===== config.mk =====
export PLATFORM = sky130hd
export DESIGN_NAME = bsg_axil_to_fifos_rx
export DESIGN_NICKNAME = d
export VERILOG_FILES = /design/src/rtl/bsg_axil_to_fifos_rx.sv
export SDC_FILE = /design/constraint.sdc
export NUM_CORES = 1
export LEC_CHECK = 0
export BUFFER_PORTS_ARGS = -buffer_cell sky130_fd_sc_hd__buf_2
export CAP_MARGIN = 20
export CORE_MARGIN = 2
export CORE_UTILIZATION = 45
export DETAILED_ROUTE_END_ITERATION = 10
export HOLD_SLACK_MARGIN = 0.03
export PLACE_DENSITY = 0.77
export SYNTH_ARGS = -nofsm -noshare
export SYNTH_HDL_FRONTEND = slang
export SYNTH_SLANG_ARGS = --single-unit

===== constraint.sdc =====
create_clock -name clk_i -period 2.4 [get_ports clk_i]
set_clock_uncertainty 0.15 [all_clocks]
set_input_delay 0 -clock clk_i [delete_from_list [all_inputs] [get_ports clk_i]]
set_output_delay 0 -clock clk_i [all_outputs]
set_load 0.05 [all_outputs]

===== src/rtl/bsg_axil_to_fifos_rx.sv =====
// AXI-Lite read-channel slave exposing the receive side of num_fifos_p FIFOs
// as memory-mapped RDR (pop), RDFO (occupancy) and ISR (sticky receive-complete) registers.
module bsg_axil_to_fifos_rx #(
   parameter int                           num_fifos_p       = 1,
   parameter int                           occ_width_p       = 16,
   parameter int                           base_addr_width_p = 8,
   parameter logic [31:0]                  axil_base_addr_p  = 32'h0,
   parameter logic [base_addr_width_p-1:0] ofs_rdr_lp        = 'h20,
   parameter logic [base_addr_width_p-1:0] ofs_rdfo_lp       = 'h1C,
   parameter logic [base_addr_width_p-1:0] ofs_isr_lp        = 'h00,
   parameter int                           FIFO_ISR_RC_BIT_p = 26
) (
   input  logic                                   clk_i,
   input  logic                                   reset_ni,
   input  logic [31:0]                            araddr_i,
   input  logic                                   arvalid_i,
   output logic                                   arready_o,
   output logic [31:0]                            rdata_o,
   output logic [1:0]                             rresp_o,
   output logic                                   rvalid_o,
   input  logic                                   rready_i,
   input  logic [num_fifos_p-1:0][31:0]           rx_data_i,
   input  logic [num_fifos_p-1:0]                 rx_v_i,
   output logic [num_fifos_p-1:0]                 rx_ready_o,
   input  logic [num_fifos_p-1:0][occ_width_p-1:0] rx_occ_i,
   input  logic [num_fifos_p-1:0]                 clear_isr_rc_i,
   output logic [num_fifos_p-1:0]                 isr_rc_o
);

   localparam int          index_addr_width_lp = 32 - base_addr_width_p;
   localparam logic [31:0] base_index_lp       = axil_base_addr_p >> base_addr_width_p;

   typedef enum logic [1:0] {
      E_RD_IDLE = 2'd0,
      E_RD_ADDR = 2'd1,
      E_RD_DATA = 2'd2,
      E_RD_RESP = 2'd3
   } rd_state_e;

   rd_state_e                state_r, state_n;
   logic [31:0]              addr_r;
   logic [31:0]              rdata_r, rdata_n;
   logic [1:0]               rresp_r, rresp_n;
   logic [num_fifos_p-1:0]   pop_n;
   logic [num_fifos_p-1:0]   rx_v_r;
   logic [num_fifos_p-1:0]   isr_rc_r;
   logic [base_addr_width_p-1:0] ofs;

   // Handshake: address accepted on the single E_RD_ADDR cycle (arready_o=1);
   // response held with rvalid_o=1 and stable rdata/rresp until rready_i=1.
   assign arready_o  = (state_r == E_RD_ADDR);
   assign rvalid_o   = (state_r == E_RD_RESP);
   assign rdata_o    = rdata_r;
   assign rresp_o    = rresp_r;
   assign isr_rc_o   = isr_rc_r;
   assign rx_ready_o = (state_r == E_RD_DATA) ? pop_n : '0;
   assign ofs        = addr_r[0 +: base_addr_width_p];

   always_comb begin
      state_n = state_r;
      case (state_r)
         E_RD_IDLE: if (arvalid_i) state_n = E_RD_ADDR;
         E_RD_ADDR: state_n = E_RD_DATA;
         E_RD_DATA: state_n = E_RD_RESP;
         E_RD_RESP: if (rready_i) state_n = E_RD_IDLE;
         default:   state_n = E_RD_IDLE;
      endcase
   end

   // Index hits are mutually exclusive, so at most one FIFO can be popped.
   always_comb begin
      rdata_n = '0;
      rresp_n = 2'b11;
      pop_n   = '0;
      for (int i = 0; i < num_fifos_p; i++) begin
         if (addr_r[base_addr_width_p +: index_addr_width_lp] ==
             index_addr_width_lp'(base_index_lp + 32'(i))) begin
            rresp_n = 2'b00;
            if (ofs == ofs_rdr_lp) begin
               if (rx_v_i[i]) begin
                  rdata_n  = rx_data_i[i];
                  pop_n[i] = 1'b1;
               end else begin
                  rresp_n = 2'b10;
               end
            end else if (ofs == ofs_rdfo_lp) begin
               rdata_n = 32'(rx_occ_i[i]);
            end else if (ofs == ofs_isr_lp) begin
               rdata_n[FIFO_ISR_RC_BIT_p] = isr_rc_r[i];
            end
         end
      end
   end

   always_ff @(posedge clk_i or negedge reset_ni) begin
      if (!reset_ni) begin
         state_r <= E_RD_IDLE;
         addr_r  <= '0;
         rdata_r <= '0;
         rresp_r <= 2'b00;
      end else begin
         state_r <= state_n;
         if (state_r == E_RD_ADDR) addr_r <= araddr_i;
         if (state_r == E_RD_DATA) begin
            rdata_r <= rdata_n;
            rresp_r <= rresp_n;
         end
      end
   end

   // Receive-complete: set on a rising rx_v_i edge; a coincident clear loses.
   always_ff @(posedge clk_i or negedge reset_ni) begin
      if (!reset_ni) begin
         rx_v_r   <= '0;
         isr_rc_r <= '0;
      end else begin
         rx_v_r   <= rx_v_i;
         isr_rc_r <= (isr_rc_r & ~clear_isr_rc_i) | (rx_v_i & ~rx_v_r);
      end
   end

endmodule


==> out/metrics.yaml, run 1 <==
cp_data_required_time_ns: 2.25
clk_latency_ns: 0.34
dp_hpwl_mm: 4.666
cts_sinks: 70
drtPass1Iterations: 8
max_slew_margin: 0.4270
wl_per_cell_um: 16.18
layout_worst_path_cycle_share: 0.9225
fin_ws_ns: 0.1860
regToRegSetupSlack_ns: 0.22
layout-drive-gt1-share: 0.4305
drv_cap: 0
final.min_clock_period_ns: 2.214
grt_start_max_net_pins: 71
drv_slew: 0
core_area_um2: 6422
crit_family: "simple AND/OR/NAND/NOR gates"
synth_nets: 313
die_w_um: 85.86
arrival_ns: 2.06
power_frac_comb: 0.290
power_leakage_nw: 2.302
critPathBufInv: 1
seqPwrFrac: 0.422
hold_viol: 0
clk_pin_slew_ns: 0.08
path_class: "reg -> out"
p_int_mw: 2.829
synth_edf_count: 0
dp_slack_ns: 0.2703
ios: 124
drt_iter0_drc: 112
dieArea_um2: 7372
post_cts_buffers: 0
synth_ff_type: "dfrtp_1"
placedCellCount: 414
totalWireLength_mm: 8.348
ys_ff_latch: 70
gr-total-overflow: 0
numCtsBuffers: 9
io_buffers: 123
dieHeight_um: 85.86
row_count: 29
post-route-drc-count: 9
ys_seq_area_frac: 0.5809
vias_per_cell: 5.126
status: "finished with violations"
areaGrowthSynthToFinish_pct: 58.92
grt_pass1_vias: 2828
endpoint_kind: "output pin"
ys_types: 34
tns_ns: 0
gp_congestion: 0.7407
crit_path_start_kind: "flop"
synth-warning-count: 0
final_cells: 516
vias: 2645
fmax_mhz: 451.7
slowest_delay_ns: 0.40
avgSynthCellArea_um2: 13.52
p_per_area_nw_per_um2: 844.5
violations: "design-rule violations"
track_usage: 0.2372
worst_pin_slew_ns: 0.8594
swShare: 0.3010
path_max_fanout: 4
initial_core_util: 0.4695
ant_nets: 0
antenna_found_initial: 0
synth.cell_area_um2: 3015
cp_slowest_cell: "dfrtp_1"
n_antenna_cell: 0
clockRootBuffer: "clkbuf_8"
clkPwrFrac: 0.288
htree_levels: 3
synth_cells: 223
grt_pass1_wl_mm: 13.34
hold_path_class: "in -> reg"
cts_tree: "yes"
finalNetCount: 524
clk_path_buf_depth: 2
path_cells: "nor4_2, nand4_1, nor2_2, and3_1, buf_2"
peakVddDrop_mv: 0.6543
switchingPower_mw: 1.218
finalSetupViolations: 0
rsz0062_at_grt: "no"
synthArstFlopShare: 1.000
-- final cells by class --
type	instances	area (um^2)
fill	421	1630
multi-input combinational	132	1152
tap	77	96.34
sequential	70	1752
inverter	6	22.52
timing repair buffer	215	1521
clock buffer	11	141.4
clock inverter	5	106.4
-- power by group through the flow --
| stage | Combinational [mW] | Sequential, mW | Clock, mW |
|---|---|---|---|
| 4_1_cts | 1.17 | 1.70 | 1.20 |
| 3_3_place_gp | 1.01 | 1.70 | 0 |
| 6_report | 1.17 | 1.71 | 1.16 |
| 5_1_grt | 1.28 | 1.76 | 1.25 |
| 2_1_floorplan | 0.813 | 1.67 | 0 |
| 3_5_place_dp | 1.04 | 1.73 | 0 |
-- per-stage QoR --
stage                     hold WS (ns)  power, mW  utilization  cell area (um^2)
after detailed placement       0.01053      2.769       0.5732              3681
final                           0.2157      4.047       0.7462              4792
after CTS                       0.1752      4.065       0.7458              4790
after global placement        0.007827      2.712       0.5732              3681
after floorplan                -0.4456      2.483            -              3015
after global routing            0.1961      4.289       0.7462              4792
-- final timing paths --
kind	to	start	cells past startpoint
min	rx_v_r	rx_v_i	2
max reg2reg	rdata_o[12]	addr_r[15]	4
max in group asynchronous	rdata_o[16]	reset_ni	3
min reg2reg	isr_rc_o	rx_v_r	1
max	rx_ready_o	addr_r[15]	5
min in group asynchronous	addr_r[9]	reset_ni	3
-- layer usage --
layer  share of wire  track usage  up-vias
met2            0.54       0.4320       95
met1            0.38       0.2565     1284
met5               0            0        -
met4           0.015      0.08369        0
met3           0.060      0.07700       12
li1                -            -     1254
-- Yosys cell counts (2+ instances only) --
| library cell | number | area (um^2) |
|---|---|---|
| a21oi_1 | 3 | 15.01 |
| a22oi_1 | 16 | 120.1 |
| a31o_1 | 10 | 87.58 |
| a31o_2 | 5 | 43.79 |
| and3_1 | 3 | 18.77 |
| buf_1 | 4 | 15.01 |
| buf_6 | 4 | 45.04 |
| clkbuf_1 | 5 | 18.77 |
| dfrtp_1 | 70 | 1752 |
| ha_1 | 4 | 50.05 |
| inv_1 | 5 | 18.77 |
| mux2_2 | 32 | 360.4 |
| nand2_1 | 2 | 7.510 |
| nor2_1 | 3 | 11.26 |
| nor2b_1 | 16 | 100.1 |
| nor4_1 | 4 | 25.02 |
| nor4_2 | 4 | 50.05 |
| o21ai_0 | 2 | 10.01 |
| o2bb2ai_1 | 16 | 140.1 |
-- cells in the final DEF (no fill, tap or decap), drive strengths merged, types with 2 or more instances in the layout --
| cell | count |
|---|---|
| buf | 129 |
| dlygate4sd3 | 86 |
| dfrtp | 70 |
| mux2 | 32 |
| nor2b | 16 |
| a22oi | 16 |
| o2bb2ai | 16 |
| a31o | 15 |
| clkbuf | 11 |
| nor4 | 8 |
| inv | 5 |
| ha | 4 |
| nor2 | 4 |
| and3 | 3 |
| a21oi | 3 |
| bufinv | 3 |
| nand2 | 2 |
| o21ai | 2 |
| clkinv | 2 |
-- sequential cells by signal (all words and copies together) (netlist names) --
signal,cells
addr_r,32
rdata_o,32
rresp_o,2
state_r,2
isr_rc_o,1
rx_v_r,1
-- worst reg2reg max path: stages (launching register included) --
cell and delay, ns:
dfrtp_1 0.40, nor4_2 0.34, nand4_1 0.27, or3_1 0.65, o2bb2ai_1 0.27
-- logic make-up after synthesis --
kind of cell,count (synthesis),synth area share
mux,32,0.1195
buf+inv,21,0.03776
fa+ha+maj,4,0.01660
compound gates,56,0.1485
flops,70,0.5809
simple gates,40,0.09668
-- repair_timing --
item	CTS	global route
resized for setup	0	1
endpoints found under the hold margin	139	0
setup endpoints to repair	0	1
hold buffers	86	0
(Power assumes the default switching activity.)
==> run 2, diff against run 1 <==
--- a/config.mk
+++ b/config.mk
@@ -5,10 +5,11 @@
 export SDC_FILE = /design/constraint.sdc
 export NUM_CORES = 1
 export LEC_CHECK = 0
-export BUFFER_PORTS_ARGS = -buffer_cell sky130_fd_sc_hd__buf_2
+export BUFFER_PORTS_ARGS = -buffer_cell sky130_fd_sc_hd__buf_4
 export CAP_MARGIN = 20
 export CORE_MARGIN = 2
 export CORE_UTILIZATION = 45
+export CTS_CLUSTER_DIAMETER = 60
 export DETAILED_ROUTE_END_ITERATION = 10
 export HOLD_SLACK_MARGIN = 0.03
 export PLACE_DENSITY = 0.77
==> run 2 against run 1 <==
Against the previous run:
- the run still ends with design-rule violations left
- sequential share of layout area down 1.6 points
- first-iteration DRC count up 28%
- non-clock buffer count down 1
- sequential cell count unchanged
- clock power down 28%
- critical path depth down 1
==> out/metrics.yaml, run 2 (synthesis gave the netlist of run 1 again) <==
drv_slew: 0  # unchanged
path_cells: "nor4_2, nand4_1, or3_1, o2bb2ai_1"  # was nor4_2, nand4_1, nor2_2, and3_1, buf_2
max_slew_margin: 0.4226  # was 0.4270
power_leakage_nw: 2.336  # was 2.302 nW
path_class: "reg -> reg"  # was reg -> out
wl_per_cell_um: 16.58  # was 16.18 um
numCtsBuffers: 9  # unchanged
fmax_mhz: 462.7  # was 451.7 MHz
crit_path_start_kind: "flop"  # unchanged
path_max_fanout: 16  # was 4
final_core_util: 0.7812  # was 0.7462
n_antenna_cell: 0  # unchanged
final_cells: 515  # was 516
cts_sinks: 70  # unchanged
track_usage: 0.2384  # was 0.2372
post_cts_buffers: 0  # unchanged
cp_data_required_time_ns: 2.49  # was 2.25 ns
cts-resized-gates: 0  # unchanged
r2r-end: "rdata_o[3]"  # was rdata_o[12]
endpoint_kind: "flop"  # was output pin
core_area_um2: 6422  # unchanged
hold_viol: 0  # unchanged
row_count: 29  # unchanged
r2r_start: "addr_r[15]"  # unchanged
dp_hpwl_mm: 4.900  # was 4.666 mm
grt_pass1_wl_mm: 13.63  # was 13.34 mm
vias: 2689  # was 2645
dieArea_um2: 7372  # unchanged
critPathBufInv: 0  # was 1
antenna_found_initial: 0  # unchanged
layout_worst_path_cycle_share: 0.9006  # was 0.9225
rsz0062_at_grt: "no"  # unchanged
ant_nets: 0  # unchanged
violations: "design-rule violations"  # unchanged
finalSetupViolations: 0  # unchanged
ios: 124  # unchanged
peakVddDrop_mv: 0.6237  # was 0.6543 mV
grt_start_max_net_pins: 71  # unchanged
layout_commonest_cell: "buf_4"  # was buf_2
totalWireLength_mm: 8.540  # was 8.348 mm
hold_path_class: "in -> async"  # was in -> reg
vias_per_cell: 5.221  # was 5.126
placedCellCount: 413  # was 414
final_cell_mix: "buf_4 (128), dlygate4sd3_1 (86), dfrtp_1 (70), mux2_2 (32)"  # was buf_2 (123), dlygate4sd3_1 (86), dfrtp_1 (70), mux2_2 (32)
areaGrowthSynthToFinish_pct: 66.39  # was 58.92%
tns_ns: 0  # unchanged
gp_congestion: 0.7296  # was 0.7407
ff2ff_path_depth: 4  # unchanged
p_per_area_nw_per_um2: 754.7  # was 844.5 nW/um^2
cts_tree: "yes"  # unchanged
arrival_ns: 2.25  # was 2.06 ns
clk_path_buf_depth: 2  # unchanged
slowest_delay_ns: 0.63  # was 0.40 ns
htree_levels: 3  # unchanged
drv_cap: 0  # unchanged
dieHeight_um: 85.86  # unchanged
finalNetCount: 523  # was 524
layout-drive-gt1-share: 0.4292  # was 0.4305
die_w_um: 85.86  # unchanged
clk_pin_slew_ns: 0.08  # about the same
cp_slowest_cell: "or3_1"  # was dfrtp_1
clockRootBuffer: "clkbuf_8"  # unchanged
crit_family: "simple AND/OR/NAND/NOR gates"  # unchanged
fill_cells: 398  # was 421
worst_pin_slew_ns: 0.8661  # was 0.8594 ns
clk_latency_ns: 0.33  # was 0.34 ns
gr-total-overflow: 0  # unchanged
post-route-drc-count: 9  # unchanged
hold_buffers: 86  # unchanged
initial_core_util: 0.4695  # unchanged
drt_iter0_drc: 143  # was 112
io_buffers: 123  # unchanged
status: "finished with violations"  # unchanged
final.min_clock_period_ns: 2.161  # was 2.214 ns
drtPass1Iterations: 10  # was 8
grt_pass1_vias: 2880  # was 2828
regToRegSetupSlack_ns: 0.24  # was 0.22 ns
==> run 2: cell count changes in the layout (fill, tap and decap cells not counted) <==
| cell | delta |
|---|---|
| buf_2 | -123 |
| buf_4 | +122 |
| bufinv_16 | -3 |
| clkinv_2 | +3 |
| clkinvlp_4 | +2 |
| clkbuf_1 | -1 |
| clkinv_4 | -1 |
| nor2_1 | +1 |
| nor2_2 | -1 |
==> run 2: layout make-up <==
type	instances	area [um^2]	area share
Tap cell	77	96.34	0.01920
Clock inverter	6	37.54	0.007481
Sequential cell	70	1752	0.3491
Clock buffer	10	137.6	0.02743
Inverter	6	22.52	0.004489
Multi-Input combinational cell	132	1150	0.2292
Timing Repair Buffer	214	1822	0.3631
==> run 2: worst max-delay path by stage <==
stage                          start     endpoint  cells after the start  slack, ns
after floorplan           state_r[1]    addr_r[0]                      5       0.25
after global placement    addr_r[13]  rdata_o[11]                      4       0.42
after detailed placement  addr_r[13]   rdata_o[3]                      4       0.30
after CTS                 addr_r[13]   rx_ready_o                      5       0.25
after global routing      addr_r[15]   rx_ready_o                      5       0.05
final                     addr_r[15]   rdata_o[3]                      4       0.24
==> run 2: worst reg2reg max path, delay by kind of cell, from the launching register on <==
family / cells / cell delay, ns
AND/OR/NAND/NOR: 3 / 1.23
flip-flops: 1 / 0.39
AO/OA/AOI/OAI: 1 / 0.29
==> run 2: power by group <==
part           switching (mW)  internal [mW]  total (mW)
logic                   0.563          0.670        1.23
clock network           0.436          0.397       0.833
registers               0.235           1.49        1.72
==> run 2: stage by stage <==
| step | instance area (um^2) | hold WS (ns) | setup slack [ns] | total power, mW |
|---|---|---|---|---|
| 6_report | 5017 | 0.1809 | 0.2386 | 3.787 |
| 4_1_cts | 5017 | 0.1758 | 0.2527 | 3.780 |
| 3_3_place_gp | 3981 | -0.01033 | 0.4161 | 2.766 |
| 2_1_floorplan | 3015 | -0.4456 | 0.2531 | 2.483 |
| 3_5_place_dp | 3981 | -0.008923 | 0.2967 | 2.828 |
| 5_1_grt | 5017 | 0.1794 | 0.04512 | 4.016 |
==> run 2: routing by layer <==
layer,global-route usage,vias to the layer above,share of wire
met4,0.1111,0,0.029
li1,-,1256,-
met3,0.04235,24,0.046
met2,0.4235,107,0.53
met5,0,-,0
met1,0.2788,1302,0.39
